==> src/rtl/clock_pkg.sv <==
// Shared digit widths, limits, request-select encoding and BCD increment helper
// for the HH:MM:SS timekeeping path.
package clock_pkg;

  localparam int HRS_D_W = 2;
  localparam int MIN_D_W = 3;
  localparam int SEC_D_W = 3;
  localparam int UNIT_W  = 4;

  localparam int SEC_MAX = 59;
  localparam int MIN_MAX = 59;
  localparam int HRS_MAX = 23;

  typedef enum logic [2:0] {
    SEL_NONE,
    SEL_TICK,
    SEL_HRS,
    SEL_MIN,
    SEL_SEC
  } sel_t;

  typedef struct packed {
    logic [HRS_D_W-1:0] hrs_d;
    logic [UNIT_W-1:0]  hrs_u;
    logic [MIN_D_W-1:0] min_d;
    logic [UNIT_W-1:0]  min_u;
    logic [SEC_D_W-1:0] sec_d;
    logic [UNIT_W-1:0]  sec_u;
  } bcd_time_t;

  // Two-digit BCD increment returning {tens, units}; wraps to 00 past max_val.
  function automatic logic [7:0] bcd_inc(input logic [3:0] d, input logic [3:0] u,
                                         input int unsigned max_val);
    logic [7:0] r;
    if (d == 4'(max_val / 10) && u == 4'(max_val % 10)) r = 8'd0;
    else if (u == 4'd9)                                  r = {d + 4'd1, 4'd0};
    else                                                 r = {d, u + 4'd1};
    return r;
  endfunction

endpackage

==> src/rtl/bcd_time_next.sv <==
// Combinational next-time computation for one committed request (tick or adjust).
module bcd_time_next
  import clock_pkg::*;
(
  input  bcd_time_t cur,
  input  sel_t      sel,
  output bcd_time_t nxt
);

  logic [7:0] sec_inc;
  logic [7:0] min_inc;
  logic [7:0] hrs_inc;
  logic       sec_wrap;
  logic       min_wrap;

  assign sec_inc  = bcd_inc({1'b0, cur.sec_d}, cur.sec_u, SEC_MAX);
  assign min_inc  = bcd_inc({1'b0, cur.min_d}, cur.min_u, MIN_MAX);
  assign hrs_inc  = bcd_inc({2'b00, cur.hrs_d}, cur.hrs_u, HRS_MAX);
  // A legal increment is only ever zero when the field rolled over.
  assign sec_wrap = (sec_inc == 8'd0);
  assign min_wrap = (min_inc == 8'd0);

  always_comb begin
    nxt = cur;
    case (sel)
      SEL_TICK: begin
        nxt.sec_d = SEC_D_W'(sec_inc[7:4]);
        nxt.sec_u = sec_inc[3:0];
        if (sec_wrap) begin
          nxt.min_d = MIN_D_W'(min_inc[7:4]);
          nxt.min_u = min_inc[3:0];
          if (min_wrap) begin
            nxt.hrs_d = HRS_D_W'(hrs_inc[7:4]);
            nxt.hrs_u = hrs_inc[3:0];
          end
        end
      end
      SEL_HRS: begin
        nxt.hrs_d = HRS_D_W'(hrs_inc[7:4]);
        nxt.hrs_u = hrs_inc[3:0];
      end
      SEL_MIN: begin
        nxt.min_d = MIN_D_W'(min_inc[7:4]);
        nxt.min_u = min_inc[3:0];
      end
      SEL_SEC: begin
        nxt.sec_d = SEC_D_W'(sec_inc[7:4]);
        nxt.sec_u = sec_inc[3:0];
      end
      default: ;
    endcase
  end

endmodule

==> src/rtl/time_keeper_ctrl.sv <==
// HH:MM:SS timekeeper: 1 Hz prescaler, pending-request capture and a fixed-priority
// arbiter committing one tick/adjust per cycle into the BCD digit registers.
module time_keeper_ctrl
  import clock_pkg::*;
#(
  parameter  int TICKS_PER_SEC = 31_500_000,
  localparam int PRESC_W       = $clog2(TICKS_PER_SEC)
) (
  input  logic               clk,
  input  logic               reset,
  input  logic               run,
  input  logic               adj_hrs_pulse,
  input  logic               adj_min_pulse,
  input  logic               adj_sec_pulse,
  output logic [HRS_D_W-1:0] hrs_d,
  output logic [UNIT_W-1:0]  hrs_u,
  output logic [MIN_D_W-1:0] min_d,
  output logic [UNIT_W-1:0]  min_u,
  output logic [SEC_D_W-1:0] sec_d,
  output logic [UNIT_W-1:0]  sec_u,
  output logic               sec_strobe,
  output logic               update,
  output logic               dropped
);

  typedef enum logic {IDLE, SERVICE} state_t;

  localparam logic [PRESC_W-1:0] PRESC_TC = PRESC_W'(TICKS_PER_SEC - 1);
  localparam int REQ_TICK = 3;
  localparam int REQ_HRS  = 2;
  localparam int REQ_MIN  = 1;
  localparam int REQ_SEC  = 0;

  state_t             state, state_next;
  logic [PRESC_W-1:0] presc, presc_next;
  logic [3:0]         pend, pend_next, req, serviced;
  logic               tick_set;
  logic               drop_now;
  logic               drop_p0;
  sel_t               sel;
  bcd_time_t          cur, nxt;

  assign tick_set = run && (presc == PRESC_TC);
  assign req      = {tick_set, adj_hrs_pulse, adj_min_pulse, adj_sec_pulse};

  always_comb begin
    sel        = SEL_NONE;
    serviced   = '0;
    presc_next = presc;
    if (state == SERVICE) begin
      if (pend[REQ_TICK]) begin
        sel = SEL_TICK; serviced[REQ_TICK] = 1'b1;
      end else if (pend[REQ_HRS]) begin
        sel = SEL_HRS;  serviced[REQ_HRS] = 1'b1;
      end else if (pend[REQ_MIN]) begin
        sel = SEL_MIN;  serviced[REQ_MIN] = 1'b1;
      end else if (pend[REQ_SEC]) begin
        sel = SEL_SEC;  serviced[REQ_SEC] = 1'b1;
      end
    end
    // A request landing on its own service edge re-arms rather than coalescing.
    pend_next  = (pend & ~serviced) | req;
    drop_now   = |(req & pend & ~serviced);
    state_next = (|pend_next) ? SERVICE : IDLE;
    // A seconds adjust realigns the second boundary; tick_set still fires above.
    if (sel == SEL_SEC)  presc_next = '0;
    else if (tick_set)   presc_next = '0;
    else if (run)        presc_next = presc + PRESC_W'(1);
  end

  bcd_time_next u_next (
    .cur (cur),
    .sel (sel),
    .nxt (nxt)
  );

  // Commit stage: digits, flags and strobes all update on the service edge.
  always_ff @(posedge clk or posedge reset) begin
    if (reset) begin
      state      <= IDLE;
      pend       <= '0;
      presc      <= '0;
      cur        <= '0;
      sec_strobe <= 1'b0;
      update     <= 1'b0;
      drop_p0    <= 1'b0;
      dropped    <= 1'b0;
    end else begin
      state      <= state_next;
      pend       <= pend_next;
      presc      <= presc_next;
      cur        <= nxt;
      sec_strobe <= (sel == SEL_TICK);
      update     <= (sel != SEL_NONE);
      drop_p0    <= drop_now;
      dropped    <= drop_p0;
    end
  end

  assign hrs_d = cur.hrs_d;
  assign hrs_u = cur.hrs_u;
  assign min_d = cur.min_d;
  assign min_u = cur.min_u;
  assign sec_d = cur.sec_d;
  assign sec_u = cur.sec_u;

endmodule

==> config.mk <==
export PLATFORM = sky130hd
export DESIGN_NAME = time_keeper_ctrl
export DESIGN_NICKNAME = d
export VERILOG_FILES = /design/src/rtl/clock_pkg.sv /design/src/rtl/bcd_time_next.sv /design/src/rtl/time_keeper_ctrl.sv
export SDC_FILE = /design/constraint.sdc
export NUM_CORES = 1
export LEC_CHECK = 0
export CORE_ASPECT_RATIO = 0.8
export CORE_MARGIN = 8
export CORE_UTILIZATION = 50
export CTS_CLUSTER_SIZE = 8
export DETAILED_ROUTE_END_ITERATION = 10
export GPL_TIMING_DRIVEN = 0
export PLACE_DENSITY = 0.68
export SYNTH_ARGS = -nofsm -noshare
export SYNTH_HDL_FRONTEND = slang
export SYNTH_SLANG_ARGS = --single-unit
export TNS_END_PERCENT = 10
==> constraint.sdc <==
create_clock -name clk -period 2.94 [get_ports clk]
set_input_delay 0.441 -clock clk [delete_from_list [all_inputs] [get_ports clk]]
set_output_delay 0.441 -clock clk [all_outputs]
set_load 0.01 [all_outputs]
# Word level (Yosys, flattened, before mapping)
# Index checks and enable logic that the tools add are counted.
# word_totals
register_bits	54
latch_bits	0
ramBits	0
rom_bits	0
memories	0
# op_classes
n_addsub	7
mul	0
n_div	0
magnitude_cmp	0
n_eq_ne	14
n_shift	0
mux	27
bitwise_logic	5
reduce_logical	15
# ops
op	count
25-bit 2-to-1 mux	3
8-bit 2-to-1 mux	4
25-bit by 1-bit adder with 25-bit output, second input constant	1
25-bit equality test, second input constant	1
3-bit 2-to-1 mux	6
6-bit 2-to-1 mux	3
8-bit zero test	2
7-bit one-hot mux with 2 select lines	1
13-bit 2-to-1 mux	1
4-bit by 1-bit adder with 4-bit output, second input constant	3
4-bit bitwise AND	3
4-bit equality test, second input constant	3
6-bit one-hot mux with 2 select lines	1
3-bit equality test, second input constant	3
3-bit by 1-bit adder with 4-bit output, second input constant	2
4-bit OR reduction	2
3-bit by 2-bit equality test with 1-bit output, second input constant	2
1-bit 2-to-1 mux	6
3-bit nonzero test	2
4-bit by 2-bit equality test with 1-bit output, second input constant	1
1-bit logical AND	4
4-bit 2-to-1 mux	1
2-bit by 1-bit != test with 1-bit output, second input constant	2
4-bit inverter	1
other kinds (9)	10

# Longest topological paths before layout
# Gate-level depths: netlist (run 1).
# depth
depth_word	10
depth_mapped	10
mapped_depth_nobuf	8

# Modules after synthesis
# Synthesis (run 1) repeated with hierarchy kept, for this count alone.
# hier_totals
cells_unflattened	353
hier_area_um2	3301.9
# modules_own_cells
mod	n_inst	cells_each	area_each_um2	seq_area_each_um2
time_keeper_ctrl	1	216	2342.2	1351.3
bcd_time_next	1	137	959.7	0.0

# Worst setup path before layout (run 1)
# Ideal clock, no wire load.
# synth_timing
path_type	register to register
from	register, netlist name sec_u[0]
to	register, netlist name hrs_u[1]
t_arrival_ps	2170
required_time_ps	2815
slack_ps	645
path_stages_with_launch	9
path_buffers	1
cell_sequence	dfrtp_1 > ha_1 > and3b_1 > clkbuf_1 > nor4_1 > a31oi_1 > o31ai_4 > and3_1 > mux2_2
# synth_between
elab_chain_cells	6
elab_cells_between_ends	8
# synth_lines
item	line	rtl
4-bit by 1-bit adder with 4-bit output or 4-bit equality test (tied branches)	clock_pkg.sv:37, clock_pkg.sv:35, clock_pkg.sv:36	
8-bit 2-to-1 mux or 1-bit logical AND (tied branches)	clock_pkg.sv:36, clock_pkg.sv:35	
8-bit 2-to-1 mux (*)	clock_pkg.sv:35	if (d == 4'(max_val / 10) && u == 4'(max_val % 10)) r = 8'd0;
8-bit zero test (*)	bcd_time_next.sv:20	assign sec_wrap = (sec_inc == 8'd0);
2-bit by 1-bit != test with 1-bit output (no line) (*)	-	
3-bit AND reduction (no line) (*)	-	
# Mark *: on every way between the ends. The rest lies on a longest branch, timed or not.
# A chain may end at the register's enable or synchronous reset.

# Final worst setup path (run 1)
# layout_timing
from	register, netlist name sec_u[0]
to	register, netlist name hrs_u[1]
# layout_between
elab_chain_cells	6
elab_cells_between_ends	8
# layout_lines
item	line
4-bit by 1-bit adder with 4-bit output or 4-bit equality test (tied branches)	clock_pkg.sv:37, clock_pkg.sv:35, clock_pkg.sv:36
8-bit 2-to-1 mux or 1-bit logical AND (tied branches)	clock_pkg.sv:36, clock_pkg.sv:35
8-bit 2-to-1 mux (*)	clock_pkg.sv:35
8-bit zero test (*)	bcd_time_next.sv:20
2-bit by 1-bit != test with 1-bit output (no line) (*)	-
3-bit AND reduction (no line) (*)	-
# Marks and branches as above.

==> results of run 1 <==
## worst paths after layout
kind | slack, ns | cells after the start | from | end
hold / removal | 0.36 | 0 | drop_p0$_DFF_PP0_ | dropped$_DFF_PP0_
setup reg to reg | 0.37 | 8 | sec_u[0]$_DFFE_PP0P_ | hrs_u[1]$_DFFE_PP0P_
hold reg to reg | 0.36 | 0 | drop_p0$_DFF_PP0_ | dropped$_DFF_PP0_
setup / recovery | 0.37 | 8 | sec_u[0]$_DFFE_PP0P_ | hrs_u[1]$_DFFE_PP0P_
min in group asynchronous | 0.39 | 2 | reset | hrs_u[1]$_DFFE_PP0P_
max in group asynchronous | 2.03 | 3 | reset | min_u[3]$_DFFE_PP0P_
## layer usage
| metal | global-route usage, % | up-vias | share of wire, % |
|---|---|---|---|
| met5 | 0 | - | 0 |
| met4 | 4.52 | 0 | 1.0 |
| met3 | 3.68 | 7 | 4.1 |
| met2 | 22.9 | 43 | 43 |
| met1 | 22.3 | 1177 | 51 |
| li1 | - | 1202 | - |
## power breakdown
group / leakage [nW] / switching, mW / internal (mW)
Sequential: 0.693 / 0.197 / 0.884
Clock: 0.0504 / 0.255 / 0.254
Combinational: 0.734 / 0.514 / 0.521
Total: 1.48 / 0.965 / 1.66
## flip-flops by register name (all words and copies together) (netlist names)
signal	cells
drop_p0	1
dropped	1
hrs_d	2
hrs_u	4
min_d	3
min_u	4
pend	4
presc	25
sec_d	3
sec_strobe	1
sec_u	4
state	1
update	1
## cells in the final DEF, fill, tap and decap left out, types with 6 or more instances in the layout
cell	Yosys	layout
clkdlybuf4s50_1	0	27
xnor2_1	15	15
ha_1	10	10
nand3_1	12	12
and3_1	6	6
dfrtp_1	54	54
a21o_1	6	6
nand2_1	29	29
nor3_1	8	8
or3_1	6	6
nand4_1	6	6
a21oi_1	9	9
o21ai_0	11	11
nor2_1	38	38
inv_1	17	16
## logic make-up after synthesis
family | Yosys count
muxes | 5
AOI/OAI and AO/OA | 59
xor gates and xnor gates | 20
and+or+nand+nor | 145
adders and majority gates | 10
buffers and inverters | 23
DFF | 54
## worst max-delay path: stages (launching register included)
cell and delay [ns]:
dfrtp_1 0.46, ha_1 0.27, and3b_1 0.18, clkbuf_1 0.17
nor4_1 0.26, a31oi_1 0.14, o31ai_4 0.35, and3_1 0.28
mux2_2 0.35
## area by class of cell
class | instances | share of cell area (%)
Sequential cell | 54 | 38.6
Inverter | 17 | 1.82
Clock buffer | 5 | 1.97
Multi-Input combinational cell | 239 | 44.2
Tap cell | 81 | 2.89
Buffer | 6 | 0.929
Clock inverter | 3 | 1.29
Timing Repair Buffer | 28 | 8.29
## metrics by stage
step / utilization, % / power [mW]
2_1_floorplan: - / 1.71
3_3_place_gp: 57.6 / 2.09
3_5_place_dp: 57.9 / 2.13
4_1_cts: 59.9 / 2.65
5_1_grt: 59.9 / 2.81
6_report: 59.9 / 2.62
==> results.sh, run 1 <==
export IMPL_nFillCells=525
export IMPL_layout_min_cycle_time_ns=2.57
export IMPL_postCtsResizedCells=0
export IMPL_gr_usage_all_layers_pct=15.7
export IMPL_synthFlopType="dfrtp_1"
export IMPL_crit_path_start_kind="flip-flop"
export IMPL_number_of_nets_produced_by_synthesis=332
export IMPL_placed_cells_incl_taps=425
export IMPL_clock_skew_ns=0.00819
export IMPL_post_cts_setup_buffers=0
export IMPL_layout_cell_area_non_filler_um2=3500
export IMPL_setup_viol=0
export IMPL_synthDominantAreaCellType="dfrtp_1"
export IMPL_worst_endpoint_required_ns=3.15
export IMPL_worstPathArrival_ns=2.77
export IMPL_clock_fmax_mhz=390
export IMPL_final_nets=367
export IMPL_remaining_drc_errors=0
export IMPL_hp_class="flip-flop to flip-flop"
export IMPL_pre_cts_ws_ns=0.400
export IMPL_synth_adder_area_share_pct=4.18
export IMPL_clk_pin_slew_ns=0.10
export IMPL_final_setup_slack_of_the_worst_path_ns=0.375
export IMPL_tns_ns=0
export IMPL_cts_hold_buffers_added=0
export IMPL_drtAntennaViolNets=0
export IMPL_drt_pass1_iter_count=4
export IMPL_synth_compound_area_share_pct=14.2
export IMPL_netlist_cell_type_count=57
export IMPL_synthTopCellsByCount="dfrtp_1, nor2_1, nand2_1, inv_1, xnor2_1"
export IMPL_post_dp_cell_area_um2=3390
export IMPL_largest_net_degree_at_the_start_of_global_routing=42
export IMPL_route_detailed_wl_per_inst_um=14.5
export IMPL_clock_sinks=54
export IMPL_worst_slew_pin_transition_ns=0.678
export IMPL_finalCritPeriodShare_pct=87.3
export IMPL_power_leakage_nw=1.48
export IMPL_yosys_warnings=0
export IMPL_area_delta_synth_final_pct=16.9
export IMPL_seq_area_um2=1350
export IMPL_num_vias=2429
export IMPL_floorplan_die_height_um=85.2
export IMPL_multi_input_combinational_cell_area_um2=1550
export IMPL_post_layout_nonfiller_instances=433
export IMPL_floorplan_io_pins=29
export IMPL_synth_simple_gate_area_share_pct=25.6
export IMPL_layout_drive_gt1_share_pct=7.95
export IMPL_site_rows=25
export IMPL_yosysTopAreaCellShare_pct=45.1
export IMPL_final_hpwl_dp_mm=4.72
export IMPL_netlist_area_um2=3000
export IMPL_cts_buffers_inserted=5
export IMPL_post_synth_xor_area_fraction_pct=5.85
export IMPL_final_max_slew_violation_count=0
export IMPL_gp_routability_congestion=0.796
export IMPL_htreeDepth=2
export IMPL_max_clock_path_buffers=2
export IMPL_asyncSetResetFlopFracSynth_pct=100
export IMPL_syn_avg_cell_area_um2=9.48
export IMPL_mux_cell_area_share_after_synthesis_pct=1.84
export IMPL_dominant_combinational_cell_family_by_area_after_synthesis="simple AND/OR/NAND/NOR gates"
export IMPL_finalWirelength_mm=6.29
export IMPL_crit_type="flip-flop to flip-flop"
export IMPL_power_density_nw_per_um2=750
export IMPL_unrepaired_setup_endpoints_after_global_routing="false"
export IMPL_ir_worst_vdd_mv=0.477
export IMPL_yosys_top_cells_area="dfrtp_1, nor2_1, xnor2_1"
export IMPL_via_count_of_the_first_global_routing_pass=2370
export IMPL_cts_root_buf="clkbuf_8"
export IMPL_post_synthesis_register_bit_count=54
export IMPL_grt_pass1_wl_mm=11.1
export IMPL_yosysSeqAreaShare_pct=45.1
export IMPL_crit_path_end_kind="flip-flop"
export IMPL_grt_overflow_total=0
export IMPL_run_status="completed"
export IMPL_synth_edf_count=0
export IMPL_insertedDiodeCount=0
export IMPL_fin_hold_ws_ns=0.362
export IMPL_synth_cells=316
export IMPL_port_buffer_count=27
export IMPL_tritoncts="done"
export IMPL_number_of_antenna_violations_at_the_first_check_in_global_routing=0
export IMPL_core_area_um2=5850
export IMPL_timing_hold_violations_final=0
export IMPL_dieWidth_um=103
export IMPL_initial_standard_cell_utilization_of_the_core_pct=51.2
export IMPL_drt_iter0_drcs=131
export IMPL_clkLatencyLatePin_ns=0.31
export IMPL_worst_slew_margin_rel_pct=54.1
export IMPL_synth_most_common_cell="dfrtp_1"
export IMPL_route_detailed_vias_per_inst=5.61
export IMPL_die_area_um2=8740
export IMPL_cap_violations=0
export IMPL_timing_critical_path_fanout_max=7
(Power assumes the default switching activity.)
==> run 2: changes to the inputs <==
--- a/config.mk
+++ b/config.mk
@@ -8,7 +8,7 @@
 export CORE_ASPECT_RATIO = 0.8
 export CORE_MARGIN = 8
 export CORE_UTILIZATION = 50
-export CTS_CLUSTER_SIZE = 8
+export CTS_CLUSTER_SIZE = 30
 export DETAILED_ROUTE_END_ITERATION = 10
 export GPL_TIMING_DRIVEN = 0
 export PLACE_DENSITY = 0.68
==> constraint.sdc (replaced) <==
create_clock -name clk -period 3.18 [get_ports clk]
set_input_delay 0.477 -clock clk [delete_from_list [all_inputs] [get_ports clk]]
set_output_delay 0.477 -clock clk [all_outputs]
set_load 0.01 [all_outputs]
==> results of run 2 <==
The final DEF is identical to that of run 1. Status: completed.
Among the figures that moved: setup slack after placement 0.400 ns -> 0.640 ns; setup slack after layout 0.375 ns -> 0.615 ns; register-to-register setup slack 0.37 ns -> 0.61 ns; total power 2.62 mW -> 2.43 mW; worst IR drop on VDD 0.477 mV -> 0.441 mV
==> run 3: changes to the inputs <==
--- a/config.mk
+++ b/config.mk
@@ -11,7 +11,7 @@
 export CTS_CLUSTER_SIZE = 30
 export DETAILED_ROUTE_END_ITERATION = 10
 export GPL_TIMING_DRIVEN = 0
-export PLACE_DENSITY = 0.68
+export PLACE_DENSITY = 0.71
 export SYNTH_ARGS = -nofsm -noshare
 export SYNTH_HDL_FRONTEND = slang
 export SYNTH_SLANG_ARGS = --single-unit
==> constraint.sdc (replaced) <==
create_clock -name clk -period 2.1 [get_ports clk]
set_input_delay 0.315 -clock clk [delete_from_list [all_inputs] [get_ports clk]]
set_output_delay 0.315 -clock clk [all_outputs]
set_load 0.01 [all_outputs]
==> run 3 against run 2 <==
  * The run now ends with negative setup slack left
  * Hold slack got worse by 0.080 ns
  * Routed wire length increased by 9.3%
  * Sequential share of layout area decreased by 3.3 points
  * Final area increased by 10%
==> results.sh, run 3 (synthesis gave the netlist of run 1 again) <==
export IMPL_run_status="finished with violations"
export IMPL_violations_in_the_final_reports="negative setup slack"
export IMPL_area_delta_synth_final_pct=28.9
export IMPL_layout_drive_gt1_share_pct=21.5
export IMPL_htreeDepth=2
export IMPL_most_used_cells_in_the_layout_excluding_fill_and_tap_cells="dfrtp_1, nor2_1, nand2_1"
export IMPL_intPower_mw=2.62
export IMPL_insertedDiodeCount=0
export IMPL_drt_pass1_iter_count=4
export IMPL_floorplan_die_height_um=85.2
export IMPL_layout_core_utilization_pct=66.0
export IMPL_drt_iter0_drcs=149
export IMPL_power_leakage_nw=1.60
export IMPL_ir_worst_vdd_mv=0.701
export IMPL_tritoncts="done"
export IMPL_unrepaired_setup_endpoints_after_global_routing="true"
export IMPL_dieWidth_um=103
export IMPL_finalCritPeriodShare_pct=108
export IMPL_finalWirelength_mm=6.88
export IMPL_layout_commonest_cell="dfrtp_1"
export IMPL_timing_critical_path_fanout_max=4
export IMPL_clock_fmax_mhz=439
export IMPL_clkPwrFrac_pct=17.3
export IMPL_largest_net_degree_at_the_start_of_global_routing=42
export IMPL_drtAntennaViolNets=0
export IMPL_clock_sinks=54
export IMPL_floorplan_io_pins=29
export IMPL_pwr_share_comb_pct=45.1
export IMPL_grt_pass1_wl_mm=11.6
export IMPL_cts_buffers_inserted=5
export IMPL_worst_slew_pin_transition_ns=0.501
export IMPL_route_detailed_wl_per_inst_um=15.4
export IMPL_gr_usage_all_layers_pct=16.5
export IMPL_route_detailed_vias_per_inst=5.58
export IMPL_clk_pin_slew_ns=0.09
export IMPL_power_dissipated_by_switching_net_loads_mw=1.51
export IMPL_power_share_of_the_sequential_group_pct=37.6
export IMPL_worst_endpoint_required_ns=2.29
export IMPL_number_of_antenna_violations_at_the_first_check_in_global_routing=0
export IMPL_registers_top_by_ff_count="presc"
export IMPL_worst_slew_margin_rel_pct=66.6
export IMPL_final_setup_slack_of_the_worst_path_ns=-0.177
export IMPL_setup_viol=13
export IMPL_core_area_um2=5850
export IMPL_power_density_nw_per_um2=1070
export IMPL_clkLatencyLatePin_ns=0.31
export IMPL_via_count_of_the_first_global_routing_pass=2454
export IMPL_crit_type="flip-flop to flip-flop"
export IMPL_final_hpwl_dp_mm=4.65
export IMPL_grt_overflow_total=0
export IMPL_crit_path_start_kind="flip-flop"
export IMPL_remaining_drc_errors=0
export IMPL_final_nets=382
export IMPL_port_buffer_count=27
export IMPL_cap_violations=0
export IMPL_clock_skew_ns=0.00850
export IMPL_die_area_um2=8740
export IMPL_cts_hold_buffers_added=0
export IMPL_timing_hold_violations_final=0
export IMPL_hp_class="input port to asynchronous set/reset pin"
export IMPL_site_rows=25
export IMPL_worstPathArrival_ns=2.47
export IMPL_layout_min_cycle_time_ns=2.28
export IMPL_power_share_switching_pct=36.6
export IMPL_cts_root_buf="clkbuf_8"
export IMPL_initial_standard_cell_utilization_of_the_core_pct=51.2
export IMPL_max_clock_path_buffers=2
export IMPL_num_vias=2499
export IMPL_fin_hold_ws_ns=0.282
export IMPL_gp_routability_congestion=0.826
export IMPL_largest_register_ffs=25
export IMPL_final_max_slew_violation_count=0
export IMPL_crit_path_end_kind="flip-flop"
-- run 3: cell types whose count changed in the layout (fill, tap and decap cells not counted), sizes merged --
cell	before	now
buf	4	20
clkbuf	8	9
clkinvlp	2	0
-- run 3: layout make-up --
type / count / area [um2]
clock inverter: 1 / 30.0
tap: 81 / 101
inverter: 17 / 63.8
fill: 491 / 1990
clock buffer: 7 / 86.3
buffer: 6 / 52.6
timing repair buffer: 43 / 417
sequential: 54 / 1360
multi-input combinational: 239 / 1750
-- run 3: critical path, cell delays in order (launching register included) --
cell and delay, ns:
dfrtp_2 0.44, buf_6 0.13, ha_4 0.16, xor2_2 0.15, o41ai_2 0.28, nand4b_1 0.21
o22ai_4 0.25, and3_4 0.26, mux2_4 0.30
-- run 3: layer usage --
metal / wire (um) / track usage, % / vias up
met4: 59 / 5.05 / 0
met2: 3130 / 24.6 / 53
met3: 309 / 3.68 / 7
met5: 0 / 0 / -
met1: 3380 / 23.1 / 1211
li1: - / - / 1228
-- run 3: worst paths after layout --
| path | startpoint | end | slack [ns] | cells after the start |
|---|---|---|---|---|
| min in group clk | run | presc[1]$_DFFE_PP0P_ | 0.32 | 3 |
| worst max-delay path | min_u[1]$_DFFE_PP0P_ | hrs_u[1]$_DFFE_PP0P_ | -0.18 | 8 |
| worst min register to register | drop_p0$_DFF_PP0_ | dropped$_DFF_PP0_ | 0.37 | 0 |
| worst max register to register | min_u[1]$_DFFE_PP0P_ | hrs_u[1]$_DFFE_PP0P_ | -0.18 | 8 |
| worst min-delay path | reset | presc[11]$_DFFE_PP0P_ | 0.28 | 2 |
| max in group asynchronous | reset | min_u[1]$_DFFE_PP0P_ | 1.27 | 3 |
-- run 3: power groups by stage --
stage	sequential, mW	combinational, mW	clock [mW]
floorplan	1.56	0.855	0
global placement	1.53	1.43	0
detailed placement	1.54	1.47	0
CTS	1.54	1.67	0.736
global route	1.59	2.05	0.781
finish	1.55	1.87	0.713
-- run 3: repair_timing --
item | 4_1_cts | 5_1_grt
pin swaps | 8 | 6
cloned | 1 | 0
resized for setup | 26 | 27
buffers inserted | 8 | 6
setup endpoints to repair | 27 | 33
-- run 3: through the flow --
step,worst slack [ns],instance area (um2),TNS [ns],std cells,power (mW)
floorplan,-0.0640,3010,-0.0787,316,2.42
global placement,-0.750,3390,-34.90,424,2.96
detailed placement,-0.293,3410,-3.78,425,3.00
CTS,-0.155,3710,-0.533,442,3.95
global route,-0.250,3860,-2.41,448,4.42
finish,-0.177,3860,-0.941,448,4.13
